===== src/rtl/sequencer_pkg.sv =====
// Shared types and constants for the CPU control sequencer.
// State codes 0..5 match the original encoding; SHALT/SERR extend it.
package sequencer_pkg;

    localparam int unsigned OPCODE_WIDTH = 8;
    localparam int unsigned IP_WIDTH     = 8;

    localparam logic [OPCODE_WIDTH-1:0] HALT_OPCODE_DEFAULT = 8'hFF;

    typedef enum logic [2:0] {
        SRST   = 3'd0,
        SREAD  = 3'd1,
        SLOAD1 = 3'd2,
        SLOAD2 = 3'd3,
        SCALC  = 3'd4,
        SWRITE = 3'd5,
        SHALT  = 3'd6,
        SERR   = 3'd7
    } SequencerState;

    // States in which the sequencer waits on the RAM handshake.
    function automatic logic is_wait_state(input SequencerState s);
        return (s == SLOAD1) || (s == SLOAD2) || (s == SWRITE);
    endfunction

endpackage


===== src/rtl/sequencer_rise_detect.sv =====
// Registered 1-bit rising-edge detector used for the single-step request.
module rise_detect (
    input  logic clk,
    input  logic rstn,
    input  logic d,
    output logic rise
);

    logic d_q;

    always_ff @(posedge clk or negedge rstn) begin
        if (!rstn) begin
            d_q <= 1'b0;
        end else begin
            d_q <= d;
        end
    end

    always_comb begin
        rise = d & ~d_q;
    end

endmodule


===== src/rtl/sequencer.sv =====
// Control FSM stepping the CPU core through read/load/calc/write per program
// line, with RAM stall handling, halt/wrap detection and a sticky timeout error.
module sequencer
    import sequencer_pkg::*;
#(
    parameter int unsigned               TIMEOUT_CYCLES = 16,
    parameter logic [OPCODE_WIDTH-1:0]   HALT_OPCODE    = HALT_OPCODE_DEFAULT,
    parameter int unsigned               COUNT_WIDTH    = 16
) (
    input  logic                    clk,
    input  logic                    rstn,
    input  logic                    run,
    input  logic                    step,
    input  logic                    ram_busy,
    input  logic [OPCODE_WIDTH-1:0] opcode,
    input  logic [IP_WIDTH-1:0]     ip,
    output SequencerState           q,
    output logic                    err,
    output logic                    halted,
    output logic [COUNT_WIDTH-1:0]  instr_count
);

    // Wide enough to hold TIMEOUT_CYCLES itself: that many busy cycles are legal.
    localparam int unsigned WAIT_W = $clog2(TIMEOUT_CYCLES + 1);

    SequencerState          state_q, state_d;
    logic [WAIT_W-1:0]      wait_q, wait_d;
    logic [COUNT_WIDTH-1:0] count_q, count_d;
    logic                   err_q, err_d;
    logic                   halted_q, halted_d;
    logic                   step_rise;
    logic                   go;
    logic                   timed_out;

    rise_detect u_step_edge (
        .clk  (clk),
        .rstn (rstn),
        .d    (step),
        .rise (step_rise)
    );

    always_ff @(posedge clk or negedge rstn) begin
        if (!rstn) begin
            state_q  <= SRST;
            wait_q   <= '0;
            count_q  <= '0;
            err_q    <= 1'b0;
            halted_q <= 1'b0;
        end else begin
            state_q  <= state_d;
            wait_q   <= wait_d;
            count_q  <= count_d;
            err_q    <= err_d;
            halted_q <= halted_d;
        end
    end

    always_comb begin
        go        = run | step_rise;
        timed_out = ram_busy && (wait_q == WAIT_W'(TIMEOUT_CYCLES));
        state_d   = state_q;
        count_d   = count_q;

        case (state_q)
            SRST:   if (go) state_d = SREAD;
            SREAD:  state_d = SLOAD1;
            SLOAD1: begin
                if (timed_out)     state_d = SERR;
                else if (!ram_busy) state_d = SLOAD2;
            end
            SLOAD2: begin
                if (timed_out)     state_d = SERR;
                else if (!ram_busy) state_d = SCALC;
            end
            SCALC:  state_d = (opcode == HALT_OPCODE) ? SHALT : SWRITE;
            SWRITE: begin
                if (timed_out) begin
                    state_d = SERR;
                end else if (!ram_busy) begin
                    count_d = count_q + 1'b1;
                    // ip already advanced in SCALC, so zero means it wrapped.
                    state_d = (ip == '0) ? SHALT : SRST;
                end
            end
            default: state_d = state_q;
        endcase

        if (state_d != state_q) begin
            wait_d = '0;
        end else if (is_wait_state(state_q) && ram_busy) begin
            wait_d = wait_q + 1'b1;
        end else begin
            wait_d = wait_q;
        end
    end

    always_comb begin
        err_d       = (state_d == SERR);
        halted_d    = (state_d == SHALT);
        q           = state_q;
        err         = err_q;
        halted      = halted_q;
        instr_count = count_q;
    end

endmodule

===== config.mk =====
export PLATFORM = sky130hd
export DESIGN_NAME = sequencer
export DESIGN_NICKNAME = d
export VERILOG_FILES = /design/src/rtl/sequencer_pkg.sv /design/src/rtl/sequencer_rise_detect.sv /design/src/rtl/sequencer.sv
export SDC_FILE = /design/constraint.sdc
export NUM_CORES = 1
export LEC_CHECK = 0
export ABC_AREA = 1
export CORE_MARGIN = 2
export CORE_UTILIZATION = 51
export DETAILED_ROUTE_END_ITERATION = 12
export GPL_TIMING_DRIVEN = 1
export PLACE_DENSITY = 0.82
export RECOVER_POWER = 50
export SETUP_SLACK_MARGIN = 0.2
export SYNTH_ARGS = -nofsm -noshare
export SYNTH_HDL_FRONTEND = slang
export SYNTH_SLANG_ARGS = --single-unit

===== constraint.sdc =====
create_clock -name clk -period 3.4 [get_ports clk]
set_clock_uncertainty 0.2 [all_clocks]
set_input_delay 0.51 -clock clk [delete_from_list [all_inputs] [get_ports clk]]
set_output_delay 0.51 -clock clk [all_outputs]
set_load 0.005 [all_outputs]

After elaboration in Yosys (flattened, before gate mapping)
Index checks and enable logic that the tools add are counted. Widths: inputs -> output; s select.

Register bits after elaboration: 27. Logic and storage cells: 43.

Bitwise gates (word level): 5. Add/subtract/negate cells: 2. Equal/unequal tests: 10. Mux-type cells: 12. Reductions and logical operators: 8.

Operators with widths (count): $mux 3 (8); $pmux 3 s6 (1); $add 16x1->16 const B (1); $eq 3x3->1 const B (4); $mux 5 (2); $eq 8x8->1 const B (1); $logic_not 8->1 (1); $eq 3x2->1 const B (2); $add 5x1->5 const B (1); $eq 5x5->1 const B (1); $eq 3x1->1 const B (1); $logic_not 3->1 (1); $ne 3x3->1 (1); $not 1->1 (3); $reduce_and 3->1 (1); $logic_and 1x1->1 (2); $logic_or 1x1->1 (2); $mux 2 (1); $reduce_bool 2->1 (1); $and 1x1->1 (1); $or 1x1->1 (1).

Logic depth before layout (Yosys ltp)
Gate-level depths: netlist (run 1).

Word-level depth: 7. Depth in mapped cells: 11. Gate-level depth less buffers: 11.

Modules after synthesis
From an unflattened synthesis (run 1), not the netlist that was laid out.

Cells, all modules: 199. Area total of the unflattened synthesis: 1545.2 um^2.

By module, submodules not included: sequencer (seq. area each 650.6 um^2, area an instance 1510.2 um^2, cells an instance 196, instances 1); rise_detect (seq. area each 25.0 um^2, area an instance 35.0 um^2, cells an instance 3, instances 1).

Least setup slack after synthesis (run 1)
Ideal clock, no wire load.

Path kind: reg-to-reg. From: reg state_q[1] (netlist: q[1]). To: reg count_q[11] (netlist: instr_count[11]). Setup slack: 1.825 ns. Arrival: 1.251 ns. Period minus slack after synthesis: 1.575 ns. Cell stages (with the launch flop): 9. Setup time: 0.124 ns. Cells stage by stage: dfrtp_1 -> inv_2 -> nand3_2 -> nor2_4 -> buf_6 -> nand3_4 -> nor3_2 -> nand2_1 -> xnor2_1.

Longest elaborated chain between the ends: 2.

Ends and longest elaborated chain: start, declared (line sequencer.sv:26) `SequencerState state_q, state_d;`; start signal, assigned (line sequencer.sv:50) `state_q <= state_d;`; $eq 3x3->1 (line sequencer.sv:64) `case (state_q)`; $reduce_and 3->1 (no line); end signal, assigned (line sequencer.sv:52) `count_q <= count_d;`; end, declared (line sequencer.sv:28) `logic [COUNT_WIDTH-1:0] count_q, count_d;`.

Every way passes these cells. A chain may end at the register's enable or synchronous reset.

Worst setup path after layout (run 1)
From: in ram_busy. To: reg count_q[12] (netlist: instr_count[12]).

Longest elaborated chain between the ends: 3. Elaborated cells on any way between the ends: 4. Classes of those cells: bitwise (2); reduce/logical (2).

Ends and longest elaborated chain: start, declared (line sequencer.sv:14) `input logic ram_busy,`; $logic_and 1x1->1 (line sequencer.sv:60) `timed_out = ram_busy && (wait_q == WAIT_W'(TIMEOUT_CYCLES));`; $not 1->1 (no line); $reduce_and 3->1 (no line) *.

Mark *: on every way between the ends. The rest lies on a longest branch, timed or not.

==> impl_metrics.env, run 1 <==
export IMPL_p_per_area_nw_per_um2=506
export IMPL_netlist_area_leader_share_pct=43.9
export IMPL_ys_ff_latch=27
export IMPL_clk_path_buf_depth=2
export IMPL_clock_sinks=27
export IMPL_design_die_area_um2=3470
export IMPL_synth_edf_count=0
export IMPL_grt_max_degree=28
export IMPL_power_mw=1.01
export IMPL_grt_overflow=0
export IMPL_pin_count=42
export IMPL_ys_types=22
export IMPL_synth_area_um2=1540
export IMPL_core_area_um2=2810
export IMPL_num_rows=19
export IMPL_end_kind="flop"
export IMPL_worst_pin_slew_ps=1380
export IMPL_ir_drop_mv=0.417
export IMPL_slowest_delay_ps=630
export IMPL_ys_flop_type="dfrtp_1"
export IMPL_ctsResizeCount=0
export IMPL_power_frac_seq_pct=45.3
export IMPL_synth_top_area_cell="dfrtp_1"
export IMPL_grt_pass1_wl_um=5180
export IMPL_crit_top_cell="nand2_1"
export IMPL_fmax_mhz=405
export IMPL_violations="design-rule violations"
export IMPL_critPathTopFamily="simple AND/OR/NAND/NOR gates"
export IMPL_worstHoldPathType="reg2reg"
export IMPL_yosys_top_cells_area="dfrtp_1 (44%), nand2_1 (14%), xor2_1 (6.8%), nor2_1 (6.3%), inv_1 (6.1%)"
export IMPL_area_delta_synth_final_pct=29.9
export IMPL_cp_required_ps=3420
export IMPL_finalMaxSlewViolations=0
export IMPL_hold_buffers=0
export IMPL_final_layout_size_suffix_gt1_share_pct=5.79
export IMPL_clockPowerShare_pct=12.9
export IMPL_place_congestion=0.878
export IMPL_cts_tree="done"
export IMPL_firstDrtPassIters=8
export IMPL_syn_num_nets=221
export IMPL_final_nets=267
export IMPL_crit_path_start_kind="input pin"
export IMPL_grt_pass1_vias=1180
export IMPL_clock_root_buffer="clkbuf_4"
export IMPL_outcome="finished, violations left"
export IMPL_slew_headroom_pct=7.73
export IMPL_cts_setup_buffers=0
export IMPL_num_vias=1315
export IMPL_yosys_warnings=0
export IMPL_cts_made_buffers=3
export IMPL_antenna_found_initial=0
export IMPL_postRouteAntennaNets=0
export IMPL_io_buffers=41
export IMPL_initial_core_util_pct=54.9
export IMPL_syn_area_per_cell_um2=7.81
export IMPL_period_minus_slack_ps=2470
export IMPL_p_comb_share_pct=41.8
export IMPL_synth_most_common_cell="nand2_1"
export IMPL_hold_violations=0
export IMPL_drc=2
export IMPL_vias_per_cell=4.82
export IMPL_leakage_nw=0.981
export IMPL_synthCells=197
export IMPL_switchingPower_mw=0.384
export IMPL_seq_area_um2=676
export IMPL_antenna_cells=0
export IMPL_wl_per_cell_um=10.7
export IMPL_dp_hpwl_um=2350
export IMPL_critPathBufInv=1
export IMPL_critPathKind="in2reg"
export IMPL_htree_levels=1
export IMPL_seq_area_frac_synth_pct=43.9
export IMPL_crit_fanout=11
export IMPL_multi_input_area_um2=747
export IMPL_final_setup_tns_ps=0
export IMPL_rsz0062_at_grt="no"
export IMPL_setup_violations=0
export IMPL_switching_share_pct=38.0
export IMPL_die_w_um=58.9
export IMPL_totalWireLength_um=2930
export IMPL_path_clk_slew_ps=130
export IMPL_drt_iter0_markers=49
export IMPL_drv_cap=0
export IMPL_fin_crit_sh_pct=72.6
export IMPL_synthTopCellsByCount="nand2_1 (56), dfrtp_1 (27), nor2_1 (26)"
export IMPL_cp_cell_sequence="dlygate4sd3_1 > nor2_1 > nand4_2 > nor3_2 > nand2_1 > nand2_1 > nand2_1"
export IMPL_intPower_mw=0.628
export IMPL_track_usage_pct=19.0
export IMPL_crit_arrival_ps=2490
export IMPL_crit_path_top_delay_cell="nor2_1"
export IMPL_clock_latency_ps=310
export IMPL_die_h_um=58.9
export IMPL_fillers=233
export IMPL_async_flop_share_pct=100
[sequential cells by signal, indices dropped and copies added (netlist names)]
signal	flops
err	1
wait_q	5
instr_count	16
q	3
u_step_edge.d_q	1
halted	1
[cell type report]
type	instances	area share [%]
clock buffers	4	1.31
inverters	26	4.88
multi-input cells	143	37.4
flip-flops and latches	27	33.8
well taps	31	1.94
repair buffers	42	20.7
[through the flow]
stage               hold WS [ps]  utilization, %  instance area [um2]  setup slack (ps)  std cells
global placement             299            70.7                 1980              1140        269
finish                       332            71.3                 2000               931        273
detailed placement           309            70.7                 1980              1090        269
floorplan                   14.4               -                 1540              1830        197
global route                 354            71.3                 2000               789        273
CTS                          328            71.7                 2010              1330        273
[layer usage]
metal / global-route usage (%) / vias to the layer above / wire, um
li1: - / 703 / -
met1: 28.6 / 589 / 1540
met2: 28.6 / 21 / 1250
met3: 5.05 / 2 / 126
met4: 1.95 / 0 / 10
met5: 0 / - / 0
[cell usage in the layout (no fill, tap or decap)]
| master | instances |
|---|---|
| nand2_1 | 56 |
| clkdlybuf4s50_1 | 38 |
| nor2_1 | 27 |
| dfrtp_1 | 27 |
| inv_1 | 25 |
| xor2_1 | 12 |
| nand3_1 | 10 |
| a21oi_1 | 6 |
| o21ai_0 | 5 |
| nor3_1 | 5 |
| nand4_1 | 4 |
| xnor2_1 | 4 |
| nor3_2 | 3 |
| ha_1 | 3 |
| clkbuf_4 | 3 |
| dlygate4sd3_1 | 3 |
| nand2_2 | 2 |
| nor2_2 | 2 |
| clkbuf_1 | 2 |
| inv_2 | 1 |
| nand3_2 | 1 |
| nand4_2 | 1 |
| nand3b_1 | 1 |
| nand3_4 | 1 |
[path summary, 6_finish.rpt]
check | depth (start not counted) | slack, ps | to | from
worst max-delay path | 7 | 930 | instr_count[12]$_DFFE_PN0P_ | ram_busy
worst min-delay path | 1 | 330 | instr_count[6]$_DFFE_PN0P_ | instr_count[6]$_DFFE_PN0P_
worst max register to register | 8 | 1110 | instr_count[12]$_DFFE_PN0P_ | q[1]$_DFF_PN0_
worst min register to register | 1 | 330 | instr_count[6]$_DFFE_PN0P_ | instr_count[6]$_DFFE_PN0P_
max in group asynchronous | 2 | 1380 | instr_count[11]$_DFFE_PN0P_ | rstn
min in group asynchronous | 2 | 820 | wait_q[2]$_DFFE_PN0P_ | rstn
[kinds of logic after synthesis]
family,count (synthesis),share of synthesized area (%)
compound gates,11,3.58
xor+xnor,16,9.11
fa+ha+maj,3,2.44
buf+inv,27,7.07
simple gates,113,33.9
flops,27,43.9
[power by group through the flow]
stage                     Combinational, mW  Sequential, mW  Clock [mW]
after global routing                  0.479           0.466       0.153
after CTS                             0.431           0.457       0.136
after detailed placement              0.424           0.463           0
after global placement                0.415           0.464           0
final                                 0.423           0.458       0.130
after floorplan                       0.242           0.455           0
Note: power is estimated with default switching activity, not from simulation.
==> inputs of run 2 (changes only) <==
CORE_UTILIZATION = 43   (was 51)
PLACE_DENSITY = 0.73   (was 0.82)
clock period = 2.1 ns   (was 3.4 ns; I/O delays follow)
==> impl_metrics.env, run 2 (synthesized netlist as in run 1, its figures left out) <==
export IMPL_outcome="complete, no violations"
export IMPL_firstDrtPassIters=4
export IMPL_mostFrequentLayoutCells="nand2_1 (56), clkdlybuf4s50_1 (38), nor2_1 (27), inv_1 (25), dfrtp_1 (24)"
export IMPL_cts_made_buffers=3
export IMPL_r2r_end="instr_count[3]$_DFFE_PN0P_"
export IMPL_antenna_found_initial=0
export IMPL_final_util_pct=60.2
export IMPL_die_h_um=63.8
export IMPL_crit_path_top_delay_cell="clkdlybuf4s50_1"
export IMPL_startpoint="q[2]$_DFF_PN0_"
export IMPL_finalNonFillerCells=290
export IMPL_pin_count=42
export IMPL_critPathKind="reg2out"
export IMPL_whs_ps=316
export IMPL_drc=0
export IMPL_finalMaxSlewViolations=0
export IMPL_cts_tree="done"
export IMPL_grt_pass1_wl_um=5630
export IMPL_track_usage_pct=16.8
export IMPL_final_setup_tns_ps=0
export IMPL_antenna_cells=0
export IMPL_clk_path_buf_depth=2
export IMPL_dp_hpwl_um=2350
export IMPL_grt_max_degree=28
export IMPL_slew_headroom_pct=57.8
export IMPL_crit_arrival_ps=1370
export IMPL_setup_violations=0
export IMPL_hold_buffers=0
export IMPL_slowest_delay_ps=550
export IMPL_grt_pass1_vias=1311
export IMPL_cp_required_ps=1580
export IMPL_final_nets=269
export IMPL_p_per_area_nw_per_um2=805
export IMPL_vias_per_cell=4.58
export IMPL_crit_path_start_kind="flop"
export IMPL_endpoint="q[2]"
export IMPL_grt_overflow=0
export IMPL_reg2reg_depth=6
export IMPL_core_area_um2=3390
export IMPL_period_minus_slack_ps=1880
export IMPL_place_area_um2=2020
export IMPL_rsz0062_at_grt="no"
export IMPL_seq_area_um2=679
export IMPL_largest_reg_flops=16
export IMPL_area_delta_synth_final_pct=32.5
export IMPL_stdcell_area_um2=2040
export IMPL_final_layout_size_suffix_gt1_share_pct=7.79
export IMPL_num_rows=21
export IMPL_num_vias=1327
export IMPL_worst_pin_slew_ps=634
export IMPL_hold_violations=0
export IMPL_r2r_slack_ps=300
export IMPL_initial_core_util_pct=45.4
export IMPL_design_die_area_um2=4070
export IMPL_fillers=315
export IMPL_ir_drop_mv=0.460
export IMPL_fin_crit_sh_pct=89.7
export IMPL_postRouteAntennaNets=0
export IMPL_io_buffers=41
export IMPL_final_common_cell="nand2_1"
export IMPL_clock_sinks=27
export IMPL_htree_levels=1
export IMPL_drv_cap=0
export IMPL_leakage_nw=0.987
export IMPL_worstHoldPathType="in2async"
export IMPL_die_w_um=63.8
export IMPL_worstReg2RegStart="q[1]$_DFF_PN0_"
export IMPL_critPathTopFamily="buffers and inverters"
export IMPL_multi_input_area_um2=752
export IMPL_critical_path_cell_count=1
export IMPL_drt_iter0_markers=58
export IMPL_clock_root_buffer="clkbuf_4"
export IMPL_wl_per_cell_um=10.1
export IMPL_clock_latency_ps=320
export IMPL_dp_cells=286
export IMPL_end_kind="primary output"
export IMPL_path_clk_slew_ps=140
export IMPL_crit_fanout=7
export IMPL_cp_cell_sequence="clkdlybuf4s50_1"
export IMPL_critPathBufInv=1
export IMPL_totalWireLength_um=2930
export IMPL_place_congestion=0.841
export IMPL_fmax_mhz=531
-- run 2: worst min-delay path by stage --
stage	startpoint	endpoint	slack, ps	cells after the start
2_1_floorplan	rstn	err$_DFF_PN0_	-180	0
3_3_place_gp	instr_count[15]$_DFFE_PN0P_	instr_count[15]$_DFFE_PN0P_	310	2
3_5_place_dp	instr_count[5]$_DFFE_PN0P_	instr_count[5]$_DFFE_PN0P_	310	1
4_1_cts	rstn	instr_count[11]$_DFFE_PN0P_	150	2
5_1_grt	instr_count[5]$_DFFE_PN0P_	instr_count[5]$_DFFE_PN0P_	360	1
6_report	rstn	instr_count[11]$_DFFE_PN0P_	320	2
-- run 2: where the power goes --
group / leakage [nW] / internal (mW) / switching [mW]
Combinational: 0.627 / 0.326 / 0.351
Clock: 0.0150 / 0.0743 / 0.148
Sequential: 0.345 / 0.620 / 0.124
Total: 0.987 / 1.02 / 0.622
-- run 2: layout make-up --
class / count / share of cell area (%)
well taps: 46 / 2.82
flip-flops and latches: 27 / 33.3
clock buffers: 4 / 1.29
repair buffers: 44 / 20.9
multi-input cells: 143 / 36.9
inverters: 26 / 4.79
-- run 2: timing repair --
action                                  4_1_cts  5_1_grt
resized for setup                             0        5
endpoints found under the hold margin         0        0
endpoints found under the setup margin        0       10
buffers inserted                              0        0
-- run 2: layer usage --
layer / wire length (um) / GRT usage [%] / vias up
met2: 1270 / 27.6 / 27
met4: 38 / 4.89 / 0
li1: - / - / 709
met3: 114 / 1.94 / 4
met5: 0 / 0 / -
met1: 1510 / 23.3 / 587
-- run 2: through the flow --
stage / power [mW] / setup slack (ps)
5_1_grt: 1.80 / 140
2_1_floorplan: 1.13 / 525
3_3_place_gp: 1.43 / 144
6_report: 1.64 / 215
4_1_cts: 1.65 / 203
3_5_place_dp: 1.44 / 36.2
==> inputs of run 3 (changes only) <==
SETUP_SLACK_MARGIN = not set   (was 0.2)
==> impl_metrics.env, run 3 (synthesized netlist as in run 1, its figures left out) <==
export IMPL_place_area_um2=2020
export IMPL_critPathBufInv=1
export IMPL_place_congestion=0.841
export IMPL_drc=0
export IMPL_wl_met2_um=1280
export IMPL_p_per_area_nw_per_um2=803
export IMPL_r2r_end="instr_count[3]$_DFFE_PN0P_"
export IMPL_totalWireLength_um=2930
export IMPL_critPathKind="reg2out"
export IMPL_design_die_area_um2=4070
export IMPL_final_common_cell="nand2_1"
export IMPL_vias_per_cell=4.55
export IMPL_antenna_cells=0
export IMPL_pin_count=42
export IMPL_cp_required_ps=1580
export IMPL_rsz0062_at_grt="no"
export IMPL_slew_headroom_pct=57.8
export IMPL_cts_tree="done"
export IMPL_ctsResizeCount=0
export IMPL_fin_crit_sh_pct=89.6
export IMPL_cts_made_buffers=3
export IMPL_wl_per_cell_um=10.1
export IMPL_area_delta_synth_final_pct=31.9
export IMPL_clock_latency_ps=320
export IMPL_slowest_delay_ps=550
export IMPL_final_setup_tns_ps=0
export IMPL_setup_violations=0
export IMPL_crit_fanout=7
export IMPL_reg2reg_depth=6
export IMPL_stdcell_area_um2=2030
export IMPL_io_buffers=41
export IMPL_leakage_nw=0.984
export IMPL_final_layout_size_suffix_gt1_share_pct=5.74
export IMPL_finalMaxSlewViolations=0
export IMPL_grt_pass1_vias=1311
export IMPL_grt_pass1_wl_um=5630
export IMPL_num_vias=1320
export IMPL_fillers=316
export IMPL_clock_sinks=27
export IMPL_firstDrtPassIters=4
export IMPL_whs_ps=315
export IMPL_path_clk_slew_ps=140
export IMPL_grt_overflow=0
export IMPL_htree_levels=1
export IMPL_routed_top_layer="met4"
export IMPL_postRouteAntennaNets=0
export IMPL_drv_cap=0
export IMPL_final_nets=269
export IMPL_worstReg2RegStart="q[1]$_DFF_PN0_"
export IMPL_critPathTopFamily="buffers and inverters"
export IMPL_drt_iter0_markers=58
export IMPL_die_w_um=63.8
export IMPL_outcome="complete, no violations"
export IMPL_crit_path_top_delay_cell="clkdlybuf4s50_1"
export IMPL_clock_root_buffer="clkbuf_4"
export IMPL_cts_setup_buffers=0
export IMPL_num_rows=21
export IMPL_ir_drop_mv=0.452
export IMPL_antenna_found_initial=0
export IMPL_core_area_um2=3390
export IMPL_crit_path_start_kind="flop"
export IMPL_initial_core_util_pct=45.4
export IMPL_track_usage_pct=16.8
export IMPL_die_h_um=63.8
export IMPL_period_minus_slack_ps=1880
export IMPL_hold_buffers=0
export IMPL_detailroute_wirelength_met3_um=112
export IMPL_end_kind="primary output"
export IMPL_grt_max_degree=28
export IMPL_hold_violations=0
export IMPL_dp_hpwl_um=2350
export IMPL_power_mw=1.63
export IMPL_fmax_mhz=532
export IMPL_drt_met1_wl_um=1490
export IMPL_crit_arrival_ps=1370
export IMPL_cp_cell_sequence="clkdlybuf4s50_1"
export IMPL_clk_path_buf_depth=2
export IMPL_mostFrequentLayoutCells="nand2_1 (56), clkdlybuf4s50_1 (38), nor2_1 (27), dfrtp_1 (27), inv_1 (26)"
export IMPL_worstHoldPathType="in2async"
export IMPL_r2r_slack_ps=290
export IMPL_worst_pin_slew_ps=633
export IMPL_largest_reg_flops=16
[run 3: changes by cell type in the layout (fill, tap and decap cells not counted)]
| cell | before | now |
|---|---|---|
| inv_2 | 1 | 0 |
| nand4_2 | 1 | 0 |
| dfrtp_1 | 24 | 27 |
| dfrtp_2 | 3 | 0 |
| nand4_1 | 4 | 5 |
| inv_1 | 25 | 26 |
[run 3: how the worst max path moves through the flow]
| stage | start | depth (start not counted) | slack (ps) | endpoint |
|---|---|---|---|---|
| floorplan | q[1]$_DFF_PN0_ | 8 | 530 | instr_count[11]$_DFFE_PN0P_ |
| global placement | ram_busy | 10 | 140 | wait_q[3]$_DFFE_PN0P_ |
| detailed placement | ram_busy | 10 | 40 | wait_q[1]$_DFFE_PN0P_ |
| CTS | q[2]$_DFF_PN0_ | 1 | 200 | q[2] |
| global route | q[1]$_DFF_PN0_ | 7 | 100 | instr_count[13]$_DFFE_PN0P_ |
| finish | q[2]$_DFF_PN0_ | 1 | 220 | q[2] |
[run 3: report_power, final]
part,total (mW),switching [mW],internal (mW)
clock network,0.219,0.144,0.0743
logic,0.673,0.348,0.324
registers,0.737,0.121,0.617
[run 3: area by class of cell]
type | count | area, um2 | area share [%]
inverter | 26 | 97.6 | 4.81
sequential | 27 | 676 | 33.3
multi-input combinational | 143 | 746 | 36.7
tap | 46 | 57.6 | 2.84
clock buffer | 4 | 26.3 | 1.29
timing repair buffer | 44 | 427 | 21.0
[run 3: metrics by stage]
step	utilization [%]	setup slack [ps]	instances
after detailed placement	59.5	36.2	286
after global routing	59.9	101	290
after floorplan	-	525	197
after global placement	59.5	144	286
after CTS	60.3	203	290
final	59.9	219	290
[run 3: routing by layer]
metal / up-vias / GRT usage [%]
li1: 709 / -
met1: 582 / 23.3
met2: 25 / 27.6
met3: 4 / 1.94
met4: 0 / 4.89
met5: - / 0
